--- config.mk ---
export PLATFORM = sky130hd
export DESIGN_NAME = pixel_cache
export DESIGN_NICKNAME = d
export VERILOG_FILES = /design/src/rtl/pixel_cache.sv
export SDC_FILE = /design/constraint.sdc
export NUM_CORES = 1
export LEC_CHECK = 0
export ABC_AREA = 1
export ABC_CLOCK_PERIOD_IN_PS = 4100
export CAP_MARGIN = 20
export CORE_MARGIN = 2
export CORE_UTILIZATION = 55
export CTS_BUF_LIST = sky130_fd_sc_hd__clkbuf_8
export DETAILED_ROUTE_END_ITERATION = 12
export PLACE_DENSITY = 0.81
export SLEW_MARGIN = 20
export SYNTH_ARGS = -nofsm -noshare
export SYNTH_HDL_FRONTEND = slang
export SYNTH_SLANG_ARGS = --single-unit
--- constraint.sdc ---
create_clock -name clk -period 4.1 [get_ports clk]
set_clock_uncertainty 0.2 [all_clocks]
set_input_delay 0.615 -clock clk [delete_from_list [all_inputs] [get_ports clk]]
set_output_delay 0.615 -clock clk [all_outputs]
set_load 0.01 [all_outputs]
--- src/rtl/pixel_cache.sv ---
// pixel_cache: single-line read cache in front of a 1-bit-per-pixel frame
// memory (640x480, 40 words of 16 pixels per row).
// Optional feature: define PIXEL_CACHE_STATS_EN to add saturating
// hit_count / miss_count outputs. The default build has no statistics ports.
module pixel_cache (
    input  logic        clk,
    input  logic        reset,
    input  logic [9:0]  x,
    input  logic [9:0]  y,
    input  logic        request,
    input  logic        invalidate,
    input  logic [15:0] mem_rdata,
    input  logic        mem_valid,
    output logic        pixel,
    output logic        ready,
    output logic [14:0] mem_addr,
    output logic        mem_rd
`ifdef PIXEL_CACHE_STATS_EN
    ,
    output logic [15:0] hit_count,
    output logic [15:0] miss_count
`endif
);

    typedef enum logic [2:0] {
        IDLE,
        LOOKUP,
        MISS_RD,
        MISS_WAIT,
        RESP,
        GUARD1,
        GUARD2
    } state_t;

    state_t      state;
    logic [9:0]  req_x;
    logic [9:0]  req_y;
    logic [15:0] line_data;
    logic [14:0] line_tag;
    logic        line_valid;
    // Set when the frame changes while a fill is outstanding: the returned
    // word still answers the pending request but must not become cached.
    logic        drop_fill;

    logic [14:0] word_addr;
    logic [3:0]  bit_idx;
    logic        in_frame;
    logic        hit;

    // Address decode of the latched coordinates: row * 40 words + word column.
    assign word_addr = {5'd0, req_y} * 15'd40 + {9'd0, req_x[9:4]};
    assign bit_idx   = req_x[3:0];
    assign in_frame  = (req_x < 10'd640) && (req_y < 10'd480);
    assign hit       = line_valid && (line_tag == word_addr);

    // Request sequencer with registered outputs and the line valid bit.
    // NOTE: all state here uses non-blocking assignments so every branch
    // sees the pre-edge values, and later assignments (invalidate) win.
    always_ff @(posedge clk) begin
        if (reset) begin
            state      <= IDLE;
            req_x      <= '0;
            req_y      <= '0;
            pixel      <= 1'b0;
            ready      <= 1'b0;
            mem_rd     <= 1'b0;
            mem_addr   <= '0;
            line_valid <= 1'b0;
            drop_fill  <= 1'b0;
        end else begin
            ready  <= 1'b0;
            mem_rd <= 1'b0;
            case (state)
                IDLE: begin
                    if (request) begin
                        req_x <= x;
                        req_y <= y;
                        state <= LOOKUP;
                    end
                end
                LOOKUP: begin
                    if (!in_frame) begin
                        pixel <= 1'b0;
                        ready <= 1'b1;
                        state <= RESP;
                    end else if (hit) begin
                        pixel <= line_data[bit_idx];
                        ready <= 1'b1;
                        state <= RESP;
                    end else begin
                        mem_rd    <= 1'b1;
                        mem_addr  <= word_addr;
                        drop_fill <= 1'b0;
                        state     <= MISS_RD;
                    end
                end
                MISS_RD: begin
                    state <= MISS_WAIT;
                end
                MISS_WAIT: begin
                    if (mem_valid) begin
                        pixel      <= mem_rdata[bit_idx];
                        ready      <= 1'b1;
                        line_valid <= !drop_fill;
                        state      <= RESP;
                    end
                end
                RESP:    state <= GUARD1;
                GUARD1:  state <= GUARD2;
                GUARD2:  state <= IDLE;
                default: state <= IDLE;
            endcase

            // Invalidate overrides any fill landing in the same cycle.
            if (invalidate) begin
                line_valid <= 1'b0;
                if (state == MISS_RD || state == MISS_WAIT)
                    drop_fill <= 1'b1;
            end
        end
    end

    // Line payload and tag capture on a fill.
    // NOTE: data and tag carry no reset; line_valid alone qualifies them.
    always_ff @(posedge clk) begin
        if (!reset && state == MISS_WAIT && mem_valid) begin
            line_data <= mem_rdata;
            line_tag  <= mem_addr;
        end
    end

`ifdef PIXEL_CACHE_STATS_EN
    // Saturating lookup statistics; out-of-frame lookups count as hits.
    always_ff @(posedge clk) begin
        if (reset) begin
            hit_count  <= '0;
            miss_count <= '0;
        end else if (state == LOOKUP) begin
            if (!in_frame || hit) begin
                if (hit_count != 16'hFFFF)
                    hit_count <= hit_count + 16'd1;
            end else begin
                if (miss_count != 16'hFFFF)
                    miss_count <= miss_count + 16'd1;
            end
        end
    end
`endif

endmodule
After elaboration in Yosys (flattened, before gate mapping)
Cells that the tools add are included.
Widths: inputs -> output; s select.
- flip-flop bits (word level): 74
- output and inout port bits: 18
- logic and storage cells: 67
- $add $sub $neg: 1
- multipliers: 1
- order comparisons: 3
- eq/ne operators: 9
- multiplexer cells: 23
- bitwise gates (word level): 3
- reductions and logical operators: 16
- operators with widths (kind ; number):
    $pmux 3 s6 ; 1
    $add 15x6->15 ; 1
    $eq 15x15->1 ; 1
    $mux 1 ; 14
    $mul 10x3->12 const B ; 1
    $mux 3 ; 4
    $lt 10x10->1 const B ; 1
    $lt 10x9->1 const B ; 1
    $bmux 1 s4 ; 2
    $eq 3x2->1 const B ; 2
    $eq 3x3->1 const B ; 2
    $reduce_and 2->1 ; 3
    $reduce_and 3->1 ; 2
    $lt 4x5->1 const B ; 1
    $logic_and 1x1->1 ; 4
    $ne 2x2->1 const B ; 2
    $pmux 1 s2 ; 2
    $eq 3x1->1 const B ; 1
    $logic_not 3->1 ; 1
    $ne 3x3->1 const B ; 1
    $not 1->1 ; 3
    $reduce_or 3->1 ; 1
    $logic_not 1->1 ; 2
    $reduce_bool 2->1 ; 1
    other kinds (2) ; 2

Depth between registers and ports, before layout
- word-level depth: 9
- mapped depth: 22

Least setup slack after synthesis
OpenSTA, ideal clock, no wires.
- path kind: register -> register
- from: register req_y[1]
- to: register mem_addr[0]
- library setup time: 0.139 ns
- arrival: 2.792 ns
- data required time: 3.761 ns
- setup slack: 0.969 ns
- cell stages (with the launch flop): 22
- cell sequence: dfxtp_1 -> ha_1 -> ha_1 -> fa_1 -> nand2_1 -> nor2_1 -> nand2_1 -> nand2_1 -> nand2_2 -> nor2_4 -> nand3_2 -> nor2_2 -> nand2_1 -> nand2_1 -> nand3_1 -> nand2_1 -> inv_2 -> nand2_4 -> nand3_4 -> buf_12 -> nand2_2 -> a21oi_2
- longest elaborated chain between the ends: 6
- elaborated cells between the ends (all ways): 8
- those cells by class: add/sub (1); mul (1); order compare (1); eq/ne (1); bitwise (1); reduce/logical (3)
- RTL lines (what ; line ; text):
    from (decl) ; 37 ; logic [9:0] req_y;
    from (signal assigned) ; 77 ; req_y <= y;
    $mul 10x3->12 ; 51 ; assign word_addr = {5'd0, req_y} * 15'd40 + {9'd0, req_x[9:4]};
    $add 15x6->15 ; 51 ;
    $eq 15x15->1 ; 54 ; assign hit = line_valid && (line_tag == word_addr);
    $logic_and 1x1->1 ; 54 ;
    $not 1->1 (no source line) ; n/a ;
    $reduce_and 3->1 (no source line) * ; n/a ;
    to (signal assigned) ; 92 ; mem_addr <= word_addr;
    to (decl) ; 16 ; output logic [14:0] mem_addr,
Mark *: on every way between the ends. The rest lies on a longest branch, timed or not.
A chain may end at the register's enable or synchronous reset.

Final worst setup path
- from: register req_y[1]
- to: register state[1]
- longest elaborated chain between the ends: 7
- elaborated cells between the ends (all ways): 9
- those cells by class: add/sub (1); mul (1); order compare (1); eq/ne (1); mux (3); reduce/logical (2)
- RTL lines (what ; line ; text):
    $mul 10x3->12 ; 51 ;
    $add 15x6->15 ; 51 ;
    $eq 15x15->1 ; 54 ;
    $logic_and 1x1->1 ; 54 ;
    $mux 3 ; 86 ; end else if (hit) begin
    $mux 3 * ; 82 ; if (!in_frame) begin
    $pmux 3 s6 * ; 73 ; case (state)
    to (signal assigned) ; 78 ; state <= LOOKUP;
    to (signal assigned) ; 85 ; state <= RESP;
    to (signal assigned) ; 89 ; state <= RESP;
    to (decl) ; 35 ; state_t state;
Marks and branches as above.

==> qor.yml <==
vias: 3750
drt_iter0_markers: 252
place_hpwl_um: 7300
avgSynthCellArea_um2: 7.92
period_minus_slack_ns: 3.56
crit_slowest_cell: "fa_1"
post_route_cells_drive_above_1_share: 0.0950
grtUsageTotal: 0.249
status: "finished clean"
layoutNonFillerInstCount: 678
drt-wirelength-per-cell_um: 14.5
ys_seq_area_frac: 0.438
numPortBuffers: 58
grt_overflow: 0
routabilityCongestion: 0.886
endpoint_kind: "flip-flop"
setup-tns-final_ns: 0
clk_latency_ns: 0.36
pwr_density_cell_nw_per_um2: 486
post_synth_inst_count: 516
dp_cells: 662
final_common_cell: "nand2_1"
nets: 636
post_cts_resized: 0
cts_setup_buffers: 0
critPathLaunchType: "flip-flop"
p_leak_nw: 2.12
cts_tree: "yes"
wl_um: 9810
crit_chain: "ha_1 > ha_1 > fa_1 > nand2_1 > nor2_1 > nand2_1 > nand2_1 > nand2_2 > nor2_4 > nand3_2 > nor2_2 > nand2_1 > nand2_1 > nand3_1 > nand2_1 > inv_2 > nand2_4 > nand3_4 > nand4_1 > nand2_1 > inv_1"
drcViolationCount: 0
worstSetupPathType: "reg2reg"
drv_cap: 0
num_antenna_cells: 0
ant_nets: 0
die_w_um: 90.2
synth_cell_types: 36
syn_nets: 578
ctsRootBufferMaster: "clkbuf_8"
grt_pass1_wl_um: 16500
syn2layout_area_growth_pct: 22.4
die_area_um2: 8140
grt_max_degree: 27
ys_seq_elements: 74
die_height_um: 90.2
clk_pin_slew_ns: 0.08
arrival_ns: 3.65
cp_max_fo: 18
async_flop_share: 0
cpMostUsedCell: "nand2_1"
vias_per_cell: 5.53
fin_crit_sh: 0.867
synth-main-ff-cell: "dfxtp_1"
drt-pass1-iter-count: 4
ys.warnings.count: 0
slew_viol_final: 0
hold_viol: 0
grt_pass1_vias: 3592
htreeDepth: 3
cts_sinks: 74
start_util: 0.567
setup_viol: 0
mostFrequentLayoutCells: "nand2_1 (120), inv_1 (67), clkdlybuf4s50_1 (58)"
cts_buffer_depth: 2
hold_path_class: "reg2reg"
cpPeakStageDelay_ns: 0.54
antenna_found_initial: 0
core.rowCount: 31
worst_pin_slew_ns: 0.616
max-slew-margin-rel: 0.588
fmax_mhz: 281
cp.required_ns: 4.20
synthesis.area_um2: 4090
ir_drop_mv: 0.286
rsz0062_at_grt: "no"
cts_made_buffers: 9
synth-edff-count: 31
ios: 59
core_um2: 7210
cts-hold-fix-buffers: 0
==> final timing paths <==
path                          from               endpoint  slack [ns]  cells past startpoint
min reg2reg  req_y[0]$_SDFFE_PP0P_  req_y[0]$_SDFFE_PP0P_        0.28                      2
max reg2reg  req_y[1]$_SDFFE_PP0P_  state[1]$_SDFFE_PP0P_        0.54                     21
max          req_y[1]$_SDFFE_PP0P_  state[1]$_SDFFE_PP0P_        0.54                     21
min          req_y[0]$_SDFFE_PP0P_  req_y[0]$_SDFFE_PP0P_        0.28                      2
==> metrics by stage <==
stage	worst slack, ns	cell area [um^2]	hold WS (ns)	utilization	power [W]
after floorplan	0.969	4090	0.241	-	0.00152
after global placement	0.742	4770	0.256	0.661	0.00173
after detailed placement	0.608	4770	0.265	0.661	0.00177
after CTS	0.563	5000	0.281	0.694	0.00242
after global routing	0.216	5000	0.292	0.694	0.00259
final	0.545	5000	0.279	0.694	0.00243
==> sequential cells by signal, indices dropped and copies added, names as in the netlist <==
signal / flops
req_y: 10
drop_fill: 1
mem_rd: 1
line_data: 16
line_valid: 1
state: 3
mem_addr: 15
pixel: 1
req_x: 10
line_tag: 15
ready: 1
==> power breakdown <==
part / leakage, nW / switching, W / total (W) / internal (W)
clock network: 0.119 / 0.000298 / 0.000666 / 0.000368
registers: 0.635 / 0.0000790 / 0.000924 / 0.000845
logic: 1.37 / 0.000516 / 0.000841 / 0.000324
==> cell families after synthesis <==
kind of cell             after synthesis  synth area share
AO/OA/AOI/OAI                        101             0.142
XOR/XNOR                               3           0.00643
adder cells (fa/ha/maj)               21            0.0680
buffers and inverters                 86            0.0839
flip-flops                            74             0.438
AND/OR/NAND/NOR                      231             0.261
==> metal layers <==
metal	vias to the layer above	track usage	wire length (um)
li1	1858	-	-
met4	0	0.0897	217
met5	-	0	0
met3	25	0.0520	493
met1	1758	0.328	4320
met2	109	0.407	4770
==> cell usage after synthesis (2+ instances only) <==
| master | n | area (um^2) |
|---|---|---|
| nand2_2 | 11 | 68.8 |
| o21ai_0 | 35 | 175 |
| o21ai_1 | 2 | 10.0 |
| a21oi_2 | 9 | 78.8 |
| a32o_1 | 2 | 20.0 |
| nand2_1 | 120 | 450 |
| edfxtp_1 | 31 | 931 |
| fa_1 | 2 | 40.0 |
| o221ai_1 | 5 | 43.8 |
| nand3b_1 | 3 | 22.5 |
| ha_1 | 19 | 238 |
| dfxtp_1 | 43 | 861 |
| nor2_1 | 23 | 86.3 |
| nand3_1 | 41 | 205 |
| nand4_1 | 20 | 125 |
| a221oi_1 | 2 | 17.5 |
| clkbuf_1 | 11 | 41.3 |
| inv_1 | 67 | 251 |
| inv_2 | 3 | 11.3 |
| buf_1 | 3 | 11.3 |
| nor2_2 | 4 | 25.0 |
| nor3_1 | 2 | 10.0 |
| a21oi_1 | 43 | 215 |
| xnor2_1 | 3 | 26.3 |
==> worst max-delay path: cells and delay by family (launching register included) <==
kind,cells,cell delay [ns]
AND/OR/NAND/NOR,16,1.72
buffers and inverters,2,0.13
adder cells (fa/ha/maj),3,1.04
flip-flops,1,0.40
==> final cells by class <==
class,instances,area (um^2)
Timing Repair Buffer,63,631
Tap cell,99,124
Inverter,70,263
Multi-Input combinational cell,356,1960
Clock buffer,10,138
Clock inverter,6,97.6
Fill cell,597,2210
Sequential cell,74,1790
(Power assumes the default switching activity.)
